--- src/rtl/cordic_atan_seq.sv ---
// +----------------------------------------------------------------------------+
// | cordic_atan_seq                                                            |
// | Streams atan(2^-i) angle constants, i = 0..n-1, over valid/ready for a     |
// | folded CORDIC core. Optional macro CORDIC_ATAN_ROUND_EN selects            |
// | round-half-up instead of truncation when narrowing below 32 bits.          |
// | Revision: 1.0                                                              |
// +----------------------------------------------------------------------------+
`default_nettype none

module cordic_atan_seq #(
  parameter int ANGLE_W = 32,
  parameter int ITER    = 16,
  parameter int IDX_W   = 5
) (
  input  logic               clk_i,
  input  logic               rst_i,
  input  logic               start_i,
  input  logic [IDX_W-1:0]   cfg_iter_i,
  input  logic               abort_i,
  input  logic               ready_i,
  output logic               valid_o,
  output logic [ANGLE_W-1:0] angle_o,
  output logic [IDX_W-1:0]   idx_o,
  output logic               last_o,
  output logic               busy_o,
  output logic               done_o
);

  localparam int               c_DEPTH = 2 ** IDX_W;
  localparam logic [IDX_W-1:0] c_ITER  = IDX_W'(ITER);

  // floor(atan(2^-i) / 2pi * 2^32)
  function automatic logic [31:0] e32(input int i);
    case (i)
      0:  return 32'h2000_0000;  1:  return 32'h12E4_051D;
      2:  return 32'h09FB_385B;  3:  return 32'h0511_11D4;
      4:  return 32'h028B_0D43;  5:  return 32'h0145_D7E1;
      6:  return 32'h00A2_F61E;  7:  return 32'h0051_7C55;
      8:  return 32'h0028_BE53;  9:  return 32'h0014_5F2E;
      10: return 32'h000A_2F98;  11: return 32'h0005_17CC;
      12: return 32'h0002_8BE6;  13: return 32'h0001_45F3;
      14: return 32'h0000_A2F9;  15: return 32'h0000_517C;
      16: return 32'h0000_28BE;  17: return 32'h0000_145F;
      18: return 32'h0000_0A2F;  19: return 32'h0000_0517;
      20: return 32'h0000_028B;  21: return 32'h0000_0145;
      22: return 32'h0000_00A2;  23: return 32'h0000_0051;
      24: return 32'h0000_0028;  25: return 32'h0000_0014;
      26: return 32'h0000_000A;  27: return 32'h0000_0005;
      28: return 32'h0000_0002;  29: return 32'h0000_0001;
      default: return 32'h0000_0000;
    endcase
  endfunction

  function automatic logic [ANGLE_W-1:0] angle_of(input int i);
    logic [32:0] v;
    v = {1'b0, e32(i)};
`ifdef CORDIC_ATAN_ROUND_EN
    if (ANGLE_W < 32) v = v + (33'd1 << ((ANGLE_W < 32) ? (31 - ANGLE_W) : 0));
`endif
    v = v >> (32 - ANGLE_W);
    return v[ANGLE_W-1:0];
  endfunction

  // Constant table padded to the full index space so any idx is a legal lookup.
  logic [ANGLE_W-1:0] w_table [c_DEPTH];
  for (genvar g = 0; g < c_DEPTH; g++) begin : g_table
    assign w_table[g] = (g < ITER) ? angle_of(g) : '0;
  end

  typedef enum logic [0:0] {S_IDLE = 1'b0, S_RUN = 1'b1} state_t;

  state_t             r_state;
  logic [IDX_W-1:0]   r_n;
  logic [IDX_W-1:0]   r_idx;
  logic [ANGLE_W-1:0] r_angle;
  logic               r_valid;
  logic               r_last;
  logic               r_done;

  logic [IDX_W-1:0] w_n;
  logic [IDX_W-1:0] w_idx_nxt;

  assign w_n       = (cfg_iter_i > c_ITER) ? c_ITER : cfg_iter_i;
  assign w_idx_nxt = r_idx + 1'b1;

  always_ff @(posedge clk_i or posedge rst_i) begin
    if (rst_i) begin
      r_state <= S_IDLE;
      r_n     <= '0;
      r_idx   <= '0;
      r_angle <= '0;
      r_valid <= 1'b0;
      r_last  <= 1'b0;
      r_done  <= 1'b0;
    end else begin
      r_done <= 1'b0;
      case (r_state)
        S_IDLE: begin
          if (start_i && !abort_i && (w_n != '0)) begin
            r_state <= S_RUN;
            r_n     <= w_n;
            r_idx   <= '0;
            r_angle <= w_table[0];
            r_valid <= 1'b1;
            r_last  <= (w_n == IDX_W'(1));
          end
        end
        S_RUN: begin
          // Abort outranks a handshake in the same cycle.
          if (abort_i || (ready_i && r_last)) begin
            r_state <= S_IDLE;
            r_idx   <= '0;
            r_angle <= '0;
            r_valid <= 1'b0;
            r_last  <= 1'b0;
            r_done  <= !abort_i;
          end else if (ready_i) begin
            r_idx   <= w_idx_nxt;
            r_angle <= w_table[w_idx_nxt];
            r_last  <= (w_idx_nxt == (r_n - 1'b1));
          end
        end
        default: r_state <= S_IDLE;
      endcase
    end
  end

  assign valid_o = r_valid;
  assign angle_o = r_angle;
  assign idx_o   = r_idx;
  assign last_o  = r_last;
  assign busy_o  = (r_state == S_RUN);
  assign done_o  = r_done;

endmodule

`default_nettype wire

--- config.mk ---
export PLATFORM = sky130hd
export DESIGN_NAME = cordic_atan_seq
export DESIGN_NICKNAME = d
export VERILOG_FILES = /design/src/rtl/cordic_atan_seq.sv
export SDC_FILE = /design/constraint.sdc
export NUM_CORES = 1
export LEC_CHECK = 0
export ABC_CLOCK_PERIOD_IN_PS = 3600
export BUFFER_PORTS_ARGS = -buffer_cell sky130_fd_sc_hd__buf_4
export CORE_MARGIN = 3
export CORE_UTILIZATION = 56
export DETAILED_ROUTE_END_ITERATION = 12
export PLACE_DENSITY = 0.91
export RECOVER_POWER = 25
export SYNTH_ARGS = -nofsm -noshare
export SYNTH_HDL_FRONTEND = slang
export SYNTH_SLANG_ARGS = --single-unit
--- constraint.sdc ---
create_clock -name clk_i -period 3.6 [get_ports clk_i]
set_input_delay 0.36 -clock clk_i [delete_from_list [all_inputs] [get_ports clk_i]]
set_output_delay 0.36 -clock clk_i [all_outputs]
set_load 0.05 [all_outputs]
# Word-level counts from Yosys, hierarchy flattened

Memory sizes are Yosys's and may differ from the RTL's.
Cells that the tools add are included.
W data, S select, Z words.

$add $sub $neg: 2
Magnitude comparators: 2
Equality and inequality tests: 5
Mux-type cells: 23
Bitwise operators: 2
Reduce and logical (&&, ||, !) cells: 9

Operator list:

| operator              | number |
|---|---|
| $mux W32              | 5 |
| $pmux W32 S2          | 1 |
| $mux W5               | 4 |
| $pmux W5 S2           | 1 |
| $mux W1               | 9 |
| $ge A6 B6 Y1 const B  | 1 |
| $not A5 Y6            | 1 |
| $pmux W1 S2           | 3 |
| $reduce_and A2 Y1     | 3 |
| $add A5 B1 Y5 const B | 1 |
| $eq A5 B1 Y1 const B  | 1 |
| $eq A5 B5 Y1          | 1 |
| $gt A5 B5 Y1 const B  | 1 |
| $reduce_bool A5 Y1    | 1 |
| $sub A5 B1 Y5 const B | 1 |
| $logic_and A1 B1 Y1   | 3 |
| $ne A3 B2 Y1 const B  | 1 |
| $ne A2 B1 Y1 const B  | 1 |
| $ne A2 B2 Y1 const B  | 1 |
| $logic_not A1 Y1      | 1 |
| $logic_or A1 B1 Y1    | 1 |
| $not A1 Y1            | 1 |

Register bits after elaboration: 46
Bits in read-only memories: 1024
Input port bits: 10
Output and inout port bits: 41
Word-level logic and storage cells: 51
Memories: 1

Memory list:

| name            | depth | width | rd ports | clocked after memory_dff | write ports | line | source |
|---|---|---|---|---|---|---|---|
| (no name shown) | 32    | 32    | 1        | 0                        | 0           | 119  | `r_angle <= w_table[w_idx_nxt];` |

# Depth between registers and ports, before layout

Word-level depth: 8
Mapped depth: 11
Depth with buffers taken out: 8

# Least setup slack after synthesis

Ideal clock, no wire load.

Path kind: reg2reg
From: reg r_idx[0] (netlist: idx_o[0])
To: reg r_angle[13] (netlist: angle_o[13])
Setup time: 0.067 ns
Arrival: 2.818 ns
Required time: 3.533 ns
Setup slack: 0.715 ns
Stages on the path, launching flop included: 11
Path buffers: 3
Period minus slack after synthesis: 2.885 ns
Path through: dfrtp_1 clkbuf_1 clkbuf_1 inv_1 ha_1 clkbuf_1 inv_1 a21oi_1 nor2_1 o41ai_1 a22o_1

Longest elaborated chain between the ends: 8

RTL lines:

| what                                         | line | source |
|---|---|---|
| start: declaration                           | 74   | `logic [IDX_W-1:0] r_idx;` |
| start signal: assignment                     | 118  | `r_idx <= w_idx_nxt;` |
| $add A5 B1 Y5                                | 84   | `assign w_idx_nxt = r_idx + 1'b1;` |
| $not A5 Y6 (not written as such)             | 119  |  |
| $mem_v2 Z32 W32                              | --   |  |
| $mux W32 (not written as such) (2 in series) | 119  |  |
| $mux W32                                     | 117  | `end else if (ready_i) begin` |
| $mux W32                                     | 110  | `if (abort_i \|\| (ready_i && r_last)) begin` |
| $pmux W32 S2                                 | 97   | `case (r_state)` |
| end signal: assignment                       | 103  | `r_angle <= w_table[0];` |
| end signal: assignment                       | 119  |  |
| end: declaration                             | 75   | `logic [ANGLE_W-1:0] r_angle;` |

No other way between the ends. The select of a mux whose other input is x is not followed.
A chain may end at the register's enable or synchronous reset.

# Worst setup path after layout

From: reg r_idx[1] (netlist: idx_o[1])
To: reg r_last (netlist: last_o)

Longest elaborated chain between the ends: 5

RTL lines:

| what                   | line | source |
|---|---|---|
| $add A5 B1 Y5          | 84   |  |
| $eq A5 B5 Y1           | 120  | `r_last <= (w_idx_nxt == (r_n - 1'b1));` |
| $mux W1                | 117  |  |
| $mux W1                | 110  |  |
| $pmux W1 S2            | 97   |  |
| end signal: assignment | 105  | `r_last <= (w_n == IDX_W'(1));` |
| end signal: assignment | 120  |  |
| end: declaration       | 77   | `logic r_last;` |

No other way between the ends. The select of a mux whose other input is x is not followed.

==> results.yml <==
setup_path:
  arrival_ns: 3.00
  crit_type: "flip-flop to flip-flop"
  path_cells: "buf_4, ha_1, inv_1, ha_1, xor2_1, o21ai_0, a2111oi_0, nand3_1, a21oi_1"
  critPathMaxStageDelay_ns: 0.64
  crit_path_frequent_cell: "ha_1"
  start_kind: "flip-flop"
  cp-end-kind: "flip-flop"
  path_buf_inv: 2
  critPathRequiredTime_ns: 3.82
  cpMaxStageDelayCell: "ha_1"
  crit_fanout: 18
  crit_family: "adder cells"
global_route:
  grt_max_degree: 31
  overflow: 0
  antenna_found_initial: 0
  grt.total_usage: 0.2566
  grt_pass1_vias: 2294
  grt_pass1_wl_um: 11210
cts:
  cts_resized: 0
  cts_setup_buffers: 0
  root_buffer: "clkbuf_8"
  hold_buffers: 0
  cts_made_buffers: 5
  tritoncts: "built"
  cts.sinks: 44
  clkSlewWorstSetupHoldPaths_ns: 0.08
  clk_latency_ns: 0.30
  cts_buffer_depth: 2
  htreeDepth: 2
synthesis:
  syn_inst: 305
  synth_warnings: 0
  synth_flop_cell: "dfrtp_1"
  synth_area_um2: 2698
  synth_cell_type_count: 48
  yosysSeqAreaShare: 0.4082
  async_flop_share: 1.000
  syn_avg_cell_area_um2: 8.845
  synth_edf_count: 0
  ys_ff_latch: 44
final_layout:
  mostFrequentLayoutCells: "51 x buf_4, 44 x dfrtp_1, 41 x nand2_1"
  syn_to_final_growth_pct: 15.26
  num-fill-cells: 365
  antenna_cells: 0
  layout_commonest_cell: "buf_4"
  stdcell_area_um2: 3109
  seq_area_um2: 1101
  fin_nets: 359
  layout-drive-gt1-share: 0.1965
  multiInputGateArea_um2: 1406
  final_core_util: 0.6903
place:
  post-dp-hpwl_um: 4750
  io_buffers: 48
  place.gp.congestion: 0.9197
  placed_area_um2: 3027
  dpl_worst_slack_ns: 0.9698
timing:
  worstMarginPinSlew_ns: 1.263
  drv_slew: 0
  clock_skew_ns: 0.002036
  hold_slack_ns: 0.2487
  finalHoldViolCount: 0
  tns_ns: 0
  grt_setup_unrepaired: "false"
  finalCritPeriodShare: 0.7719
  maxSlewHeadroom: 0.1583
  timing.fmax_mhz: 359.9
  setup_viol: 0
  worst_slack_ns: 0.8212
  period_minus_slack_ns: 2.779
pwr:
  clockPowerShare: 0.235
  peakVddDrop_mv: 0.3430
  power.density_nw_per_um2: 446.2
  comb_power_share: 0.351
  power_frac_seq: 0.414
  switching_share: 0.3884
  p_sw_uw: 538.8
  p_leak_uw: 0.001437
  p_int_uw: 848.6
job:
  maxCapViolations: 0
floorplanning:
  core_um2: 4504
  core.rowCount: 24
  io_pins: 51
  dieArea_um2: 5686
  start_util: 0.5989
  die_h_um: 75.41
  die_w_um: 75.41
routing:
  wirelength_um: 6825
  first_pass_iters: 4
  ant_nets: 0
  drc: 0
  detail_route.vias_per_cell: 6.209
  initialDrtViolationCount: 316
  vias: 2440
  post_drt_wl_per_cell_um: 17.37
worst_hold_path:
  hold_path_class: "primary input to asynchronous set/reset pin"
run_status:
  status: "finished clean"
layer usage:
metal,vias to the layer above,track usage,wire length (um)
met1,1169,0.3370,2860
met5,-,0,0
met4,0,0.07573,97
li1,1150,-,-
met3,12,0.05277,469
met2,109,0.4286,3398
stage by stage:
step | instances | total power (uW)
after global placement | 385 | 1059
after global routing | 393 | 1461
final | 393 | 1387
after CTS | 393 | 1395
after detailed placement | 385 | 1070
after floorplan | 306 | 948.1
flip-flops by register name, indices dropped and copies added (netlist names):
name / flops
angle_o: 30
busy_o: 1
done_o: 1
idx_o: 5
last_o: 1
r_n: 5
valid_o: 1
power groups by stage:
stage          clock network, uW  registers (uW)  logic [uW]
6_report                     327             574         487
5_1_grt                      350             581         530
4_1_cts                      333             574         489
3_5_place_dp                   0             584         486
3_3_place_gp                   0             582         477
2_1_floorplan                  0             716         232
path summary, 6_finish.rpt:
path	from	slack, ns	cells after the start	endpoint
setup / recovery	idx_o[1]	0.82	9	last_o
hold / removal	rst_i	0.25	2	angle_o[24]
setup reg to reg	idx_o[1]	0.82	9	last_o
hold reg to reg	angle_o[28]	0.49	2	angle_o[28]
max in group asynchronous	rst_i	1.71	3	idx_o[2]
min in group clk_i	cfg_iter_i[3]	0.33	3	r_n[3]
layout make-up:
type,instances,share of cell area
multi-input combinational,223,0.4523
sequential,44,0.3541
timing repair buffer,55,0.1292
clock buffer,7,0.02777
tap,52,0.02093
inverter,11,0.01328
clock inverter,1,0.002414
cells in the mapped netlist, drive strengths merged, types with 2 or more instances:
library cell  number  share of area
dfrtp             44           0.41
nand2             41          0.057
o21ai             26          0.048
a21oi             19          0.035
nor2              18          0.025
buf               16          0.040
nand3             15          0.028
clkbuf            12          0.017
inv               11          0.015
o31ai             11          0.031
ha                 9          0.042
nor3               8          0.015
nand2b             7          0.016
o211ai             7          0.021
xnor2              7          0.028
a22o               6          0.019
xor2               5          0.019
a211oi             4          0.011
a21o               4          0.011
mux2i              4          0.015
a32o               3          0.011
nor2b              3         0.0070
nor3b              3         0.0083
o41ai              3         0.0097
and2               2         0.0051
o2111ai            2         0.0065
o221ai             2         0.0065
worst reg2reg max path, delay by kind of cell, from the launching register on:
family                     cells  cell delay (ns)
adders and majority gates      2             0.98
AOI/OAI and AO/OA              3             0.71
DFF                            1             0.33
buffers and inverters          2             0.31
xor gates and xnor gates       1             0.23
and+or+nand+nor                1             0.13
cells by family (layout without fill, tap and decap cells):
| family | count (synthesis) | after routing | synth area share |
|---|---|---|---|
| mux | 6 | 6 | 0.02737 |
| buf+inv | 39 | 74 | 0.07189 |
| simple gates | 101 | 101 | 0.1730 |
| other cells | 1 | 2 | 0.001390 |
| flops | 44 | 44 | 0.4082 |
| fa+ha+maj | 9 | 9 | 0.04174 |
| compound gates | 93 | 93 | 0.2291 |
| xor+xnor | 12 | 12 | 0.04731 |
No activity file was read; power rests on OpenSTA's default activity.
